===== src/rtl/stream_mem_loader.sv =====
// UART byte-stream loader: WRITE/READ commands move 32-bit words to/from a synchronous memory.
// Define STREAM_LOADER_DONE_ACK_EN to send a 0xAA acknowledge byte after every WRITE.
module stream_mem_loader #(
    parameter int ADDR_WIDTH    = 16,
    parameter int BYTE_ORDER_LE = 1
) (
    input  logic                  clk,
    input  logic                  rst,
    input  logic [7:0]            rx_data,
    input  logic                  rx_stb,
    output logic [7:0]            tx_data,
    output logic                  tx_stb,
    input  logic                  tx_ack,
    output logic                  mem_en,
    output logic                  mem_we,
    output logic [ADDR_WIDTH-1:0] mem_addr,
    output logic [31:0]           mem_dw,
    input  logic [31:0]           mem_dr,
    output logic                  busy
);

    typedef enum logic [2:0] {
        IDLE, HDR, WR_COLLECT, WR_MEM, RD_MEM, RD_WAIT, TX_BYTE
`ifdef STREAM_LOADER_DONE_ACK_EN
        , DONE_ACK
`endif
    } state_t;

`ifdef STREAM_LOADER_DONE_ACK_EN
    localparam state_t WR_END = DONE_ACK;
`else
    localparam state_t WR_END = IDLE;
`endif

    state_t                  state_q, state_d;
    logic                    is_read_q, is_read_d;
    logic [1:0]              cnt_q, cnt_d;
    logic [ADDR_WIDTH-1:0]   addr_q, addr_d;
    logic [15:0]             n_q, n_d;
    logic [31:0]             buf_q, buf_d;
    logic [7:0]              tx_data_q, tx_data_d;
    logic                    tx_stb_q, tx_stb_d;
    logic [1:0]              lane;
    logic [15:0]             hdr_n;

    // Byte lane inside the word for the current byte index.
    assign lane  = (BYTE_ORDER_LE != 0) ? cnt_q : (2'd3 - cnt_q);
    assign hdr_n = {buf_q[7:0], rx_data};

    always_comb begin
        state_d   = state_q;
        is_read_d = is_read_q;
        cnt_d     = cnt_q;
        addr_d    = addr_q;
        n_d       = n_q;
        buf_d     = buf_q;
        tx_data_d = tx_data_q;
        tx_stb_d  = tx_stb_q;
        mem_en    = 1'b0;
        mem_we    = 1'b0;
        case (state_q)
            IDLE: begin
                if (rx_stb && (rx_data == 8'h01 || rx_data == 8'h02)) begin
                    is_read_d = rx_data[1];
                    cnt_d     = 2'd0;
                    state_d   = HDR;
                end
            end
            HDR: begin
                if (rx_stb) begin
                    buf_d = {buf_q[23:0], rx_data};
                    cnt_d = cnt_q + 2'd1;
                    if (cnt_q == 2'd3) begin
                        addr_d = ADDR_WIDTH'(buf_q[23:8]);
                        n_d    = hdr_n;
                        buf_d  = '0;
                        if (hdr_n == 16'd0)
                            state_d = IDLE;
                        else if (is_read_q)
                            state_d = RD_MEM;
                        else
                            state_d = WR_COLLECT;
                    end
                end
            end
            WR_COLLECT: begin
                if (rx_stb) begin
                    buf_d[{lane, 3'b000} +: 8] = rx_data;
                    cnt_d = cnt_q + 2'd1;
                    if (cnt_q == 2'd3)
                        state_d = WR_MEM;
                end
            end
            WR_MEM: begin
                mem_en  = 1'b1;
                mem_we  = 1'b1;
                addr_d  = addr_q + ADDR_WIDTH'(1);
                n_d     = n_q - 16'd1;
                state_d = (n_q == 16'd1) ? WR_END : WR_COLLECT;
            end
            RD_MEM: begin
                mem_en  = 1'b1;
                addr_d  = addr_q + ADDR_WIDTH'(1);
                n_d     = n_q - 16'd1;
                state_d = RD_WAIT;
            end
            RD_WAIT: begin
                buf_d   = mem_dr;
                cnt_d   = 2'd0;
                state_d = TX_BYTE;
            end
            TX_BYTE: begin
                // Strobe drops for the cycle after each ack, giving the mandatory gap.
                if (tx_stb_q) begin
                    if (tx_ack) begin
                        tx_stb_d = 1'b0;
                        cnt_d    = cnt_q + 2'd1;
                        if (cnt_q == 2'd3)
                            state_d = (n_q == 16'd0) ? IDLE : RD_MEM;
                    end
                end else begin
                    tx_stb_d  = 1'b1;
                    tx_data_d = buf_q[{lane, 3'b000} +: 8];
                end
            end
`ifdef STREAM_LOADER_DONE_ACK_EN
            DONE_ACK: begin
                if (tx_stb_q) begin
                    if (tx_ack) begin
                        tx_stb_d = 1'b0;
                        state_d  = IDLE;
                    end
                end else begin
                    tx_stb_d  = 1'b1;
                    tx_data_d = 8'hAA;
                end
            end
`endif
            default: state_d = IDLE;
        endcase
    end

    always_ff @(posedge clk or negedge rst) begin
        if (!rst) begin
            state_q   <= IDLE;
            is_read_q <= 1'b0;
            cnt_q     <= 2'd0;
            addr_q    <= '0;
            n_q       <= 16'd0;
            buf_q     <= 32'd0;
            tx_data_q <= 8'd0;
            tx_stb_q  <= 1'b0;
        end else begin
            state_q   <= state_d;
            is_read_q <= is_read_d;
            cnt_q     <= cnt_d;
            addr_q    <= addr_d;
            n_q       <= n_d;
            buf_q     <= buf_d;
            tx_data_q <= tx_data_d;
            tx_stb_q  <= tx_stb_d;
        end
    end

    assign tx_data  = tx_data_q;
    assign tx_stb   = tx_stb_q;
    assign mem_addr = addr_q;
    assign mem_dw   = buf_q;
    assign busy     = (state_q != IDLE);

endmodule

===== config.mk =====
export PLATFORM = sky130hd
export DESIGN_NAME = stream_mem_loader
export DESIGN_NICKNAME = d
export VERILOG_FILES = /design/src/rtl/stream_mem_loader.sv
export SDC_FILE = /design/constraint.sdc
export NUM_CORES = 1
export LEC_CHECK = 0
export CAP_MARGIN = 15
export CORE_MARGIN = 2
export CORE_UTILIZATION = 50
export DETAILED_ROUTE_END_ITERATION = 10
export GPL_ROUTABILITY_DRIVEN = 1
export GPL_TIMING_DRIVEN = 0
export PLACE_DENSITY = 0.79
export RECOVER_POWER = 25
export SYNTH_ARGS = -nofsm -noshare
export SYNTH_HDL_FRONTEND = slang
export SYNTH_SLANG_ARGS = --single-unit

===== constraint.sdc =====
create_clock -name clk -period 5.8 [get_ports clk]
set_input_delay 1.16 -clock clk [delete_from_list [all_inputs] [get_ports clk]]
set_output_delay 1.16 -clock clk [all_outputs]
set_load 0.03 [all_outputs]

* Word-level counts from Yosys, hierarchy flattened
Index checks and enable logic that the tools add are counted.
** Storage, ports and cells
- Register bits :: 79
- Bits of input ports :: 44
- Output and inout port bits :: 60
- Logic and storage cells :: 85
** Cells by class
- Add/subtract/negate cells :: 4
- Equality and inequality tests :: 19
- Shifts and indexed selects :: 3
- Muxes and demuxes :: 33
- Bitwise operators :: 1
- Reductions and logical operators :: 17
** Operators with widths (number)
- $mux 32 :: 3
- $pmux 32 s3 :: 1
- $mux 16 :: 4
- $pmux 16 s2 :: 2
- $mux 3 :: 11
- $bwmux 32 :: 1
- $logic_not 16->1 :: 2
- $shift 8x7->32 const A :: 1
- $shiftx 32x6->8 :: 1
- $shiftx 8x7->32 :: 1
- $pmux 3 s7 :: 1
- $add 16x1->16 const B :: 1
- $eq 16x1->1 const B :: 1
- $ne 2x2->1 const B :: 8
- $sub 16x1->16 const B :: 1
- $mux 2 :: 5
- $eq 3x3->1 const B :: 3
- $eq 8x1->1 const B :: 1
- $eq 8x2->1 const B :: 1
- $pmux 2 s4 :: 1
- $reduce_and 8->1 :: 1
- $neg 5->7 :: 1
- $eq 3x2->1 const B :: 2
- $reduce_and 3->1 :: 2
- 15 further kinds :: 21

* Longest topological paths before layout
- Depth in word-level cells :: 6
- Gate-level depth with buffers :: 8

* Least setup slack after synthesis
Ideal clock, no wire load.
- Path kind :: reg2out
- From :: register state_q[2]
- To :: output port mem_en
- Data arrival time :: 1.641 ns
- Required time :: 4.640 ns
- Setup slack :: 2.999 ns
- Stages on the path, launching flop included :: 7
- Path through :: dfrtp_1 -> buf_4 -> nand3b_4 -> inv_2 -> nor2_2 -> inv_1 -> clkbuf_1
** On the way
- Word-level cells in the longest chain between the ends :: 3
** RTL lines
- from (decl) :: line 35 : state_t state_q, state_d;
- from (signal assigned) :: line 154 : state_q <= state_d;
- $eq 3x3->1 / $eq 3x2->1 (equally long branches) :: line 61 : case (state_q)
- $reduce_or 2->1 (no line) (*)
- $mux 1 (*) :: line 61
- to (decl) :: line 14 : output logic mem_en,
Mark *: on every way between the ends. The rest lies on a longest branch, timed or not.

* Final worst setup path
- From :: register state_q[1]
- To :: output port mem_en
Same word-level chain as after synthesis.

==> results.json <==
{
  "outcome": "finished with violations",
  "violations": "max-capacitance violations, max-slew violations",
  "critPathTopFamily": "buffers and inverters",
  "post_synth.cell_area_avg_um2": 10.16,
  "report.power.total_w": 0.003587,
  "h-tree-depth": 3,
  "hold_violations": 0,
  "hpwl_um": 11840,
  "worstPathMaxFanout": 10,
  "worst_pin_slew_ns": 1.575,
  "antenna_found_initial": 0,
  "skew_ns": 0.01071,
  "clockBufferDepth": 2,
  "grt_pass1_vias": 4703,
  "ys_seq_area_share_pct": 40.95,
  "portBuffers": 101,
  "power_switching_w": 0.001691,
  "mostFrequentLayoutCells": "clkdlybuf4s50_1, dfrtp_1, nand2_1",
  "rsz0062_at_grt": "false",
  "drcViolationCount": 0,
  "vias_per_cell": 6.688,
  "grt_max_degree": 55,
  "gp_congestion": 0.9350,
  "nFillCells": 779,
  "worstReg2RegStart": "cnt_q[0]",
  "drv_slew": 26,
  "power_frac_clock_pct": 12.7,
  "top_layer": "met4",
  "cts_tree": "built",
  "coreArea_um2": 9284,
  "wl_per_cell_um": 22.57,
  "antenna_left": 0,
  "worst_ep_arrival_time_ns": 2.94,
  "wirelength_um": 16300,
  "nets": 641,
  "yosysWarnings": 0,
  "dr_wl_met3_um": 1580,
  "root_buffer": "clkbuf_8",
  "wl_met2_um": 7599,
  "netlist_area_um2": 4827,
  "fmax_mhz": 243.8,
  "ios": 104,
  "cts.sinks": 79,
  "synthCells": 475,
  "synthArstFlopShare_pct": 100.0,
  "final_common_cell": "clkdlybuf4s50_1",
  "dieArea_um2": 10460,
  "num_rows": 35,
  "hold_class": "reg2reg",
  "hp-start": "tx_data[7]",
  "min_period_ns": 4.102,
  "comb_power_share_pct": 56.1,
  "drt-initial-drc-count": 362,
  "post-cts-setup-buffers": 0,
  "grt_usage_pct": 32.15,
  "clk_pin_slew_ns": 0.09,
  "worstSetupEndpointType": "primary output",
  "drive_gt1_share_pct": 12.65,
  "vias": 4829,
  "wirelength_met1_um": 6537,
  "switching_share_pct": 47.15,
  "grt_first_pass_wirelength_um": 25390,
  "synthToLayoutAreaGrowth_pct": 29.13,
  "worstPathCellList": "buf_2, nor3b_2, nor2_2, inv_1, clkbuf_1, clkdlybuf4s50_1",
  "clk_latency_ns": 0.35,
  "cp.required_ns": 4.64,
  "crit_path_start": "state_q[1]",
  "critPathMaxStageDelay_ns": 0.78,
  "path_buf_inv": 4,
  "leakage_nw": 2.353,
  "finalSetupViolCount": 0,
  "period_share_pct": 70.72,
  "critPathKind": "reg2out",
  "cp_slowest_cell": "clkdlybuf4s50_1",
  "ys_ff_latch": 79,
  "ir_drop_mv": 0.3867,
  "drt-pass1-iter-count": 5,
  "power.internal_w": 0.001896,
  "startpoint_type": "register",
  "numCtsBuffers": 9,
  "fin_tns_setup_ns": 0,
  "post_cts_resized": 0,
  "holdWs_ns": 0.5149,
  "relSlewSlack_pct": -5.006,
  "antenna_cells": 0,
  "synthFlopType": "dfrtp_1",
  "die_w_um": 102.3,
  "synth_edf_count": 0,
  "power.density_nw_per_um2": 575.5,
  "syn_nets": 528,
  "grt_overflow": 0,
  "max_cap_violations": 1,
  "synth_cell_types": 76,
  "hold_buffers": 0,
  "seqPwrFrac_pct": 31.2,
  "start_util_pct": 51.99,
  "dieHeight_um": 102.3
}
## power groups by stage
| stage | sequential, W | clock (W) | combinational, W |
|---|---|---|---|
| floorplan | 0.00132 | 0 | 0.00101 |
| global route | 0.00114 | 0.000477 | 0.00215 |
| global placement | 0.00110 | 0 | 0.00195 |
| finish | 0.00112 | 0.000455 | 0.00201 |
| detailed placement | 0.00111 | 0 | 0.00199 |
| CTS | 0.00110 | 0.000455 | 0.00200 |
## logic make-up after synthesis
family,share of synthesized area (%)
AND/OR/NAND/NOR,21.46
AO/OA/AOI/OAI,24.31
flip-flops,40.95
buffers and inverters,4.069
multiplexers,6.506
adder cells (fa/ha/maj),2.333
XOR/XNOR,0.3629
## cell type report
| class | instances | area (um^2) | share of cell area, % |
|---|---|---|---|
| clock inverters | 6 | 85.08 | 1.365 |
| clock buffers | 10 | 127.6 | 2.047 |
| well taps | 129 | 161.4 | 2.589 |
| flip-flops and latches | 79 | 1977 | 31.71 |
| plain buffers | 34 | 158.9 | 2.549 |
| repair buffers | 102 | 1032 | 16.56 |
| multi-input cells | 352 | 2654 | 42.57 |
| inverters | 10 | 37.54 | 0.6022 |
## sequential cells by signal, summed over array words and instances (netlist names)
name / cells
is_read_q: 1
cnt_q: 2
mem_addr: 16
mem_dw: 32
tx_stb: 1
tx_data: 8
n_q: 16
state_q: 3
## final timing paths
check | to | slack, ns | cells past startpoint
worst max register to register | mem_dw[22] | 2.40 | 7
min in group asynchronous | tx_stb | 1.18 | 1
worst min register to register | tx_data[7] | 0.51 | 1
worst min-delay path | tx_data[7] | 0.51 | 1
max in group asynchronous | mem_addr[5] | 3.65 | 2
worst max-delay path | mem_en | 1.70 | 6
## layer usage
metal	GRT usage, %	vias up
li1	-	2105
met4	14.87	0
met2	49.85	297
met3	7.524	43
met5	0	-
met1	42.98	2384
## metrics by stage
stage / cell area [um^2] / instances / worst slack, ns / utilization (%)
after global routing: 6233 / 722 / 1.608 / 67.14
after global placement: 6000 / 705 / 0.6926 / 64.62
after floorplan: 4827 / 475 / 2.999 / -
after detailed placement: 6025 / 706 / 2.135 / 64.89
after CTS: 6237 / 722 / 1.751 / 67.18
final: 6233 / 722 / 1.698 / 67.14
## synth_stat cells (all sizes together) (5+ instances only)
| library cell | count | share of area [%] |
|---|---|---|
| dfrtp | 79 | 41 |
| nand2 | 45 | 3.6 |
| a221o | 36 | 7.5 |
| a21oi | 35 | 3.7 |
| nor2 | 24 | 2.0 |
| nand4 | 21 | 2.7 |
| clkbuf | 20 | 1.6 |
| buf | 14 | 1.7 |
| and2 | 12 | 1.6 |
| mux2 | 11 | 2.6 |
| nor3 | 11 | 1.2 |
| a211oi | 10 | 1.6 |
| inv | 10 | 0.78 |
| o211ai | 10 | 1.6 |
| ha | 9 | 2.3 |
| nand4b | 9 | 1.6 |
| o21ai | 9 | 0.93 |
| mux4 | 8 | 3.7 |
| nand3 | 8 | 0.83 |
| o311ai | 6 | 1.1 |
| or3 | 6 | 0.93 |
| nand2b | 5 | 0.65 |
| nor4 | 5 | 0.96 |
| o21bai | 5 | 0.86 |
(Power assumes the default switching activity.)
